===== config.mk =====
export PLATFORM = sky130hd
export DESIGN_NAME = gen_switch_sequencer
export DESIGN_NICKNAME = d
export VERILOG_FILES = /design/src/rtl/gen_switch_sequencer.sv
export SDC_FILE = /design/constraint.sdc
export NUM_CORES = 1
export LEC_CHECK = 0
export ABC_AREA = 0
export CELL_PAD_IN_SITES_DETAIL_PLACEMENT = 0
export CELL_PAD_IN_SITES_GLOBAL_PLACEMENT = 1
export CORE_ASPECT_RATIO = 1.75
export CORE_MARGIN = 2
export CORE_UTILIZATION = 47
export DETAILED_ROUTE_END_ITERATION = 16
export DONT_BUFFER_PORTS = 1
export GPL_ROUTABILITY_DRIVEN = 0
export HOLD_SLACK_MARGIN = 0.15
export PLACE_DENSITY_LB_ADDON = 0.1
export REMOVE_ABC_BUFFERS = 1
export SLEW_MARGIN = 5
export SYNTH_ARGS = -nofsm -noshare
export SYNTH_HDL_FRONTEND = slang
export SYNTH_SLANG_ARGS = --single-unit

===== constraint.sdc =====
create_clock -name clk -period 5.9 [get_ports clk]
set_clock_uncertainty 0.1 [all_clocks]
set_input_delay 1.18 -clock clk [delete_from_list [all_inputs] [get_ports clk]]
set_output_delay 1.18 -clock clk [all_outputs]
set_load 0.05 [all_outputs]

===== src/rtl/gen_switch_sequencer.sv =====
// gen_switch_sequencer: stalls writes, drains, applies a new PIPE gen/lane config, settles, then acks.
module gen_switch_sequencer #(
  parameter int GEN1_PIPEWIDTH = 8,
  parameter int GEN2_PIPEWIDTH = 16,
  parameter int GEN3_PIPEWIDTH = 32,
  parameter int GEN4_PIPEWIDTH = 8,
  parameter int GEN5_PIPEWIDTH = 8,
  parameter int DRAIN_TIMEOUT  = 256,
  parameter int SETTLE_CYCLES  = 4
) (
  input  logic        clk,
  input  logic        reset,
  input  logic        valid_pd,
  input  logic        linkup,
  input  logic        req,
  input  logic [2:0]  req_gen,
  input  logic [4:0]  req_lanes,
  input  logic        drain_empty,
  output logic        ack,
  output logic        busy,
  output logic [2:0]  gen,
  output logic [4:0]  lanes,
  output logic        sel,
  output logic [63:0] valid,
  output logic        w,
  output logic        timeout_err
);
  localparam int SC = SETTLE_CYCLES < 1 ? 1 : SETTLE_CYCLES;
  localparam int MX = DRAIN_TIMEOUT > SC ? DRAIN_TIMEOUT : SC;
  localparam int CW = $clog2(MX + 1);
  localparam logic [CW-1:0] DT_LAST = CW'(DRAIN_TIMEOUT - 1);
  localparam logic [CW-1:0] SC_LAST = CW'(SC - 1);

  typedef enum logic [2:0] {IDLE, DRAIN, APPLY, SETTLE, DONE} state_t;

  state_t        state;
  logic [CW-1:0] cnt;
  logic [2:0]    pgen;
  logic [4:0]    plan;

  function automatic logic [63:0] mask(logic [2:0] g, logic [4:0] l);
    int b, n;
    b = g == 3'd1 ? GEN1_PIPEWIDTH / 8 : g == 3'd2 ? GEN2_PIPEWIDTH / 8 :
        g == 3'd3 ? GEN3_PIPEWIDTH / 8 : g == 3'd4 ? GEN4_PIPEWIDTH / 8 :
        g == 3'd5 ? GEN5_PIPEWIDTH / 8 : 0;
    n = b * (l == 5'd1 ? 1 : l == 5'd2 ? 2 : l == 5'd4 ? 4 : l == 5'd8 ? 8 : 16);
    return n >= 64 ? '1 : (64'd1 << n) - 64'd1;
  endfunction

  assign busy = state != IDLE;
  assign w = valid_pd & linkup & (state == IDLE) & (gen >= 3'd1) & (gen <= 3'd5);

  always_ff @(posedge clk or posedge reset) begin
    if (reset) begin
      state       <= IDLE;
      cnt         <= '0;
      pgen        <= '0;
      plan        <= '0;
      gen         <= '0;
      lanes       <= '0;
      valid       <= '0;
      sel         <= 1'b0;
      ack         <= 1'b0;
      timeout_err <= 1'b0;
    end else begin
      ack <= 1'b0;
      case (state)
        IDLE: if (req && linkup) begin
          pgen  <= req_gen;
          plan  <= req_lanes;
          cnt   <= '0;
          state <= DRAIN;
        end
        DRAIN: if (!linkup) state <= IDLE;
          else if (drain_empty) state <= APPLY;
          else if (cnt == DT_LAST) begin
            timeout_err <= 1'b1;
            state       <= APPLY;
          end else cnt <= cnt + 1'b1;
        // the load happens even when linkup drops during this cycle
        APPLY: begin
          gen   <= pgen;
          lanes <= plan;
          valid <= mask(pgen, plan);
          sel   <= pgen >= 3'd3 && pgen <= 3'd5;
          cnt   <= '0;
          state <= linkup ? SETTLE : IDLE;
        end
        SETTLE: if (!linkup) state <= IDLE;
          else if (cnt == SC_LAST) begin
            state <= DONE;
            ack   <= 1'b1;
          end else cnt <= cnt + 1'b1;
        default: state <= IDLE;
      endcase
    end
  end
endmodule

Word-level counts from Yosys, hierarchy flattened
Cells that the tools add are included.
- bits in registers: 95
- input bits: 14
- output and inout port bits: 77
- word-level logic and storage cells: 83
- add/sub/neg operators: 2
- $mul: 1
- order comparisons: 5
- equal/unequal tests: 22
- shifts and indexed selects: 1
- mux-type cells: 28
- bitwise operators: 5
- reductions and logical operators: 9
- operator list (operator ; count):
    two-way mux 64 bit ; 1
    left shift 1 x 8 -> 64 bit, first input constant ; 1
    subtractor 64 x 1 -> 64 bit, second input constant ; 1
    two-way mux 9 bit ; 6
    case mux 9 bit (4 select lines) ; 1
    two-way mux 3 bit ; 9
    two-way mux 5 bit ; 4
    == test 3 x 2 -> 1 bit, second input constant ; 4
    case mux 3 bit (4 select lines) ; 1
    != test 2 bit, second input constant ; 5
    adder 9 x 1 -> 9 bit, second input constant ; 1
    == test 9 x 2 -> 1 bit, second input constant ; 1
    == test 9 x 8 -> 1 bit, second input constant ; 1
    >= comparator 8 x 7 -> 1 bit, second input constant ; 1
    multiplier 3 x 5 -> 8 bit ; 1
    AND reduction 7 bit ; 1
    == test 3 x 1 -> 1 bit, second input constant ; 2
    == test 3 bit, second input constant ; 2
    <= comparator 3 bit, second input constant ; 2
    == test 5 x 1 -> 1 bit, second input constant ; 1
    == test 5 x 2 -> 1 bit, second input constant ; 1
    == test 5 x 3 -> 1 bit, second input constant ; 1
    == test 5 x 4 -> 1 bit, second input constant ; 1
    two-way mux 1 bit ; 5
    other kinds (15) ; 19

Longest topological paths before layout
- depth after elaboration: 10
- mapped depth: 22
- gate-level depth less buffers: 19

Least setup slack after synthesis
Ideal clock, no wire load.
- path type: input -> output
- from: in linkup
- to: out w
- arrival: 3.844 ns
- required time: 4.620 ns
- setup slack: 0.776 ns
- stages on the path: 3
- path buffers: 1
- cell sequence: clkbuf_1 -> nand2_1 -> a2111oi_0
- longest elaborated chain between the ends: 4
- ends and longest elaborated chain (what ; line ; text):
    start, declared ; 14 ; input logic linkup,
    bitwise AND 1 bit (4 in a row) ; 51 ; assign w = valid_pd & linkup & (state == IDLE) & (gen >= 3'd1) & (gen <= 3'd5);
    end, declared ; 25 ; output logic w,
Every way passes these cells.

Final worst setup path
- from: reg plan[1]
- to: reg valid[40]
- longest elaborated chain between the ends: 9
- elaborated cells on any way between the ends: 13
- those cells by class: add/sub (1); mul (1); order compare (1); eq/ne (4); shift (1); mux (5)
- ends and longest elaborated chain (what ; line ; text):
    start, declared ; 39 ; logic [4:0] plan;
    start signal, assigned ; 70 ; plan <= req_lanes;
    == test 5 x 4 -> 1 bit ; 46 ; n = b * (l == 5'd1 ? 1 : l == 5'd2 ? 2 : l == 5'd4 ? 4 : l == 5'd8 ? 8 : 16);
    two-way mux 5 bit (3 in a row) ; 46 ;
    two-way mux 5 bit * ; 46 ;
    multiplier 3 x 5 -> 8 bit * ; 46 ;
    left shift 1 x 8 -> 64 bit ; 47 ; return n >= 64 ? '1 : (64'd1 << n) - 64'd1;
    subtractor 64 x 1 -> 64 bit ; 47 ;
    two-way mux 64 bit * ; 47 ;
    end signal, assigned ; 84 ; valid <= mask(pgen, plan);
    end, declared ; 24 ; output logic [63:0] valid,
Every way passes the cells marked *; elsewhere a longest branch is shown, timed or not.
A chain may end at the register's enable or synchronous reset.

==> results_dict.tcl <==
set metrics [dict create \
    drt_iter0_drc 382 \
    synth-adder-area-share_pct 3.66 \
    rows 52 \
    synth_compound_area_share_pct 23.0 \
    wl_per_cell_um 21.5 \
    vias_per_cell 6.43 \
    numCtsBuffers 9 \
    max_stage_delay_ns 0.80 \
    rsz0062_at_grt "no" \
    syn_avg_cell_area_sq_um 8.68 \
    ios 91 \
    layout.nets 659 \
    synth_top_family_by_area "compound AO/OA/AOI/OAI gates" \
    slew_headroom_pct 38.6 \
    r2r_cells 14 \
    netlist_top_cells_area "dfrtp_1 (42%), nor2_1 (7.3%), a21oi_1 (6.0%)" \
    dp_hpwl_um 12000 \
    holdBufCountCts 0 \
    clk_latency_ns 0.34 \
    cts_sinks 95 \
    io_buffers 0 \
    grt_pass1_vias 4995 \
    critPathRequiredTime_ns 6.00 \
    synthArstFlopShare_pct 100 \
    drive_above_1_share_pct 11.2 \
    crit_slowest_cell "o31ai_1" \
    worst-endpoint-arrival_ns 5.52 \
    synth_area_sq_um 5610 \
    cts_tree "yes" \
    yosysTopAreaCellShare_pct 42.3 \
    synthSimpleGateAreaFrac_pct 21.2 \
    status "finished, final reports clean" \
    cts-root-buf "clkbuf_16" \
    die_w_um 86.6 \
    yosysSeqAreaShare_pct 42.3 \
    first_pass_iters 5 \
    gr-total-overflow 0 \
    cts_setup_buffers 0 \
    worstMarginPinSlew_ns 0.914 \
    fin_cells 771 \
    hold_depth 1 \
    dieHeight_um 149 \
    placed_cells 755 \
    final_common_cell "nor2_1" \
    ctsHtreeMaxLevel 3 \
    coreArea_sq_um 11600 \
    crit_top_cell "fa_1" \
    grt_max_degree 77 \
    clkSlewWorstSetupHoldPaths_ns 0.07 \
    crit_cells 14 \
    syn_to_final_growth_pct 8.58 \
    synth_edf_count 0 \
    r2r_setup_slack_ns 0.48 \
    hp-class "reg2reg" \
    synthCells 647 \
    drv_cap 0 \
    hold_viol 0 \
    crit_chain "or4b_1, or3_1, fa_1, inv_1, ha_1, fa_1, xor2_1, a311o_1, a211o_4, o31ai_1, buf_4, a21oi_1, o32ai_1, a31oi_1" \
    timing.final.ws_setup_ns 0.481 \
    yosysWarnings 0 \
    grt_pass1_wl_um 26700 \
    post_cts_resized 0 \
    synth_xor_xnor_area_share_pct 1.87 \
    path_class "reg2reg" \
    ys_ff_latch 95 \
    crit_family "compound AO/OA/AOI/OAI gates" \
    fmax_ghz 0.185 \
    critPathCaptureType "register" \
    ys.flop_type "dfrtp_1" \
    cts.path.max_buffers 2 \
    period_share_pct 91.8 \
    synth_cell_types 68 \
    num_antenna_cells 0 \
    cp_max_fo 15 \
    finalMaxSlewViolations 0 \
    cp-start-kind "register" \
    layout_common_cells "nor2_1 (109), dfrtp_1 (95), a21oi_1 (67)" \
    synth_mux_area_share_pct 3.94 \
    critical_path_buf_inv_count 2 \
    dp_worst_setup_slack_ns 0.532 \
    setup_viol 0 \
    ant_nets 0 \
    fp.dieArea_sq_um 12900 \
    grt_antenna_before_repair 0 \
    synth_largest_area_cell "dfrtp_1" \
    min_period_ns 5.42 \
    drc_errors 0 \
    grt_usage_pct 26.7 \
    vias 4954 \
    wirelength_um 16600 \
    start_util_pct 48.5 \
]
[stage by stage]
stage	util [%]	hold slack [ns]	instance area, sq um	setup TNS [ns]
2_1_floorplan	-	0.350	5430	-61.34
3_3_place_gp	49.9	0.379	5780	0
3_5_place_dp	49.9	0.387	5780	0
4_1_cts	52.6	0.408	6100	0
5_1_grt	52.6	0.437	6100	0
6_report	52.6	0.396	6100	0
[state kept, by name, indices dropped and copies added (netlist names)]
| signal | flops |
|---|---|
| valid | 64 |
| cnt | 9 |
| lanes | 5 |
| plan | 5 |
| gen | 3 |
| pgen | 3 |
| state | 3 |
| ack | 1 |
| sel | 1 |
| timeout_err | 1 |
[cell usage after synthesis (all sizes together), types with 4 or more instances]
library cell,instances
dfrtp,95
buf,6
a211oi,11
a21oi,68
inv,10
or3,4
ha,10
nand2b,15
nor2b,6
xor2,7
clkbuf,43
a211o,6
o22ai,5
o21ai,35
xnor2,5
a21o,6
mux2,17
nand3,15
or2,8
nand2,42
fa,4
o31ai,8
and2,5
nor2,110
nor3,15
and3,14
a31oi,14
o22a,7
or4,4
[per-layer routing]
| metal | wire [um] | up-vias | track usage, % | part of all wire (%) |
|---|---|---|---|---|
| met5 | 0 | - | 0 | 0 |
| met4 | 1070 | 0 | 17.3 | 6.5 |
| met3 | 880 | 63 | 5.22 | 5.3 |
| met2 | 8330 | 196 | 44.7 | 50 |
| met1 | 6270 | 2411 | 30.4 | 38 |
| li1 | - | 2284 | - | - |
[cell type report]
type | count | area (sq um)
well taps | 135 | 169
inverters | 10 | 40.0
clock buffers | 11 | 253
multi-input cells | 493 | 3030
fillers | 1119 | 5490
flip-flops and latches | 95 | 2380
clock inverters | 5 | 63.8
repair buffers | 22 | 165
[worst reg2reg max path: cells and delay by family, from the launching register on]
family	cells	cell delay, ns
buffers and inverters	2	0.31
adders and majority gates	3	1.14
and+or+nand+nor	2	1.07
AOI/OAI and AO/OA	6	2.04
xor gates and xnor gates	1	0.17
DFF	1	0.43
[kinds of logic after synthesis]
group | Yosys count
flops | 95
xor+xnor | 12
buf+inv | 59
compound gates | 195
mux | 20
simple gates | 252
fa+ha+maj | 14
[final timing paths]
path / start / end
max: plan[1] / valid[40]
min reg2reg: cnt[7] / cnt[7]
max reg2reg: plan[1] / valid[40]
min: cnt[7] / cnt[7]
max in group asynchronous: reset / valid[25]
min in group asynchronous: reset / ack
Power is not shown: default switching activity piles up to over one toggle a cycle in this logic, so the estimate is an artifact.
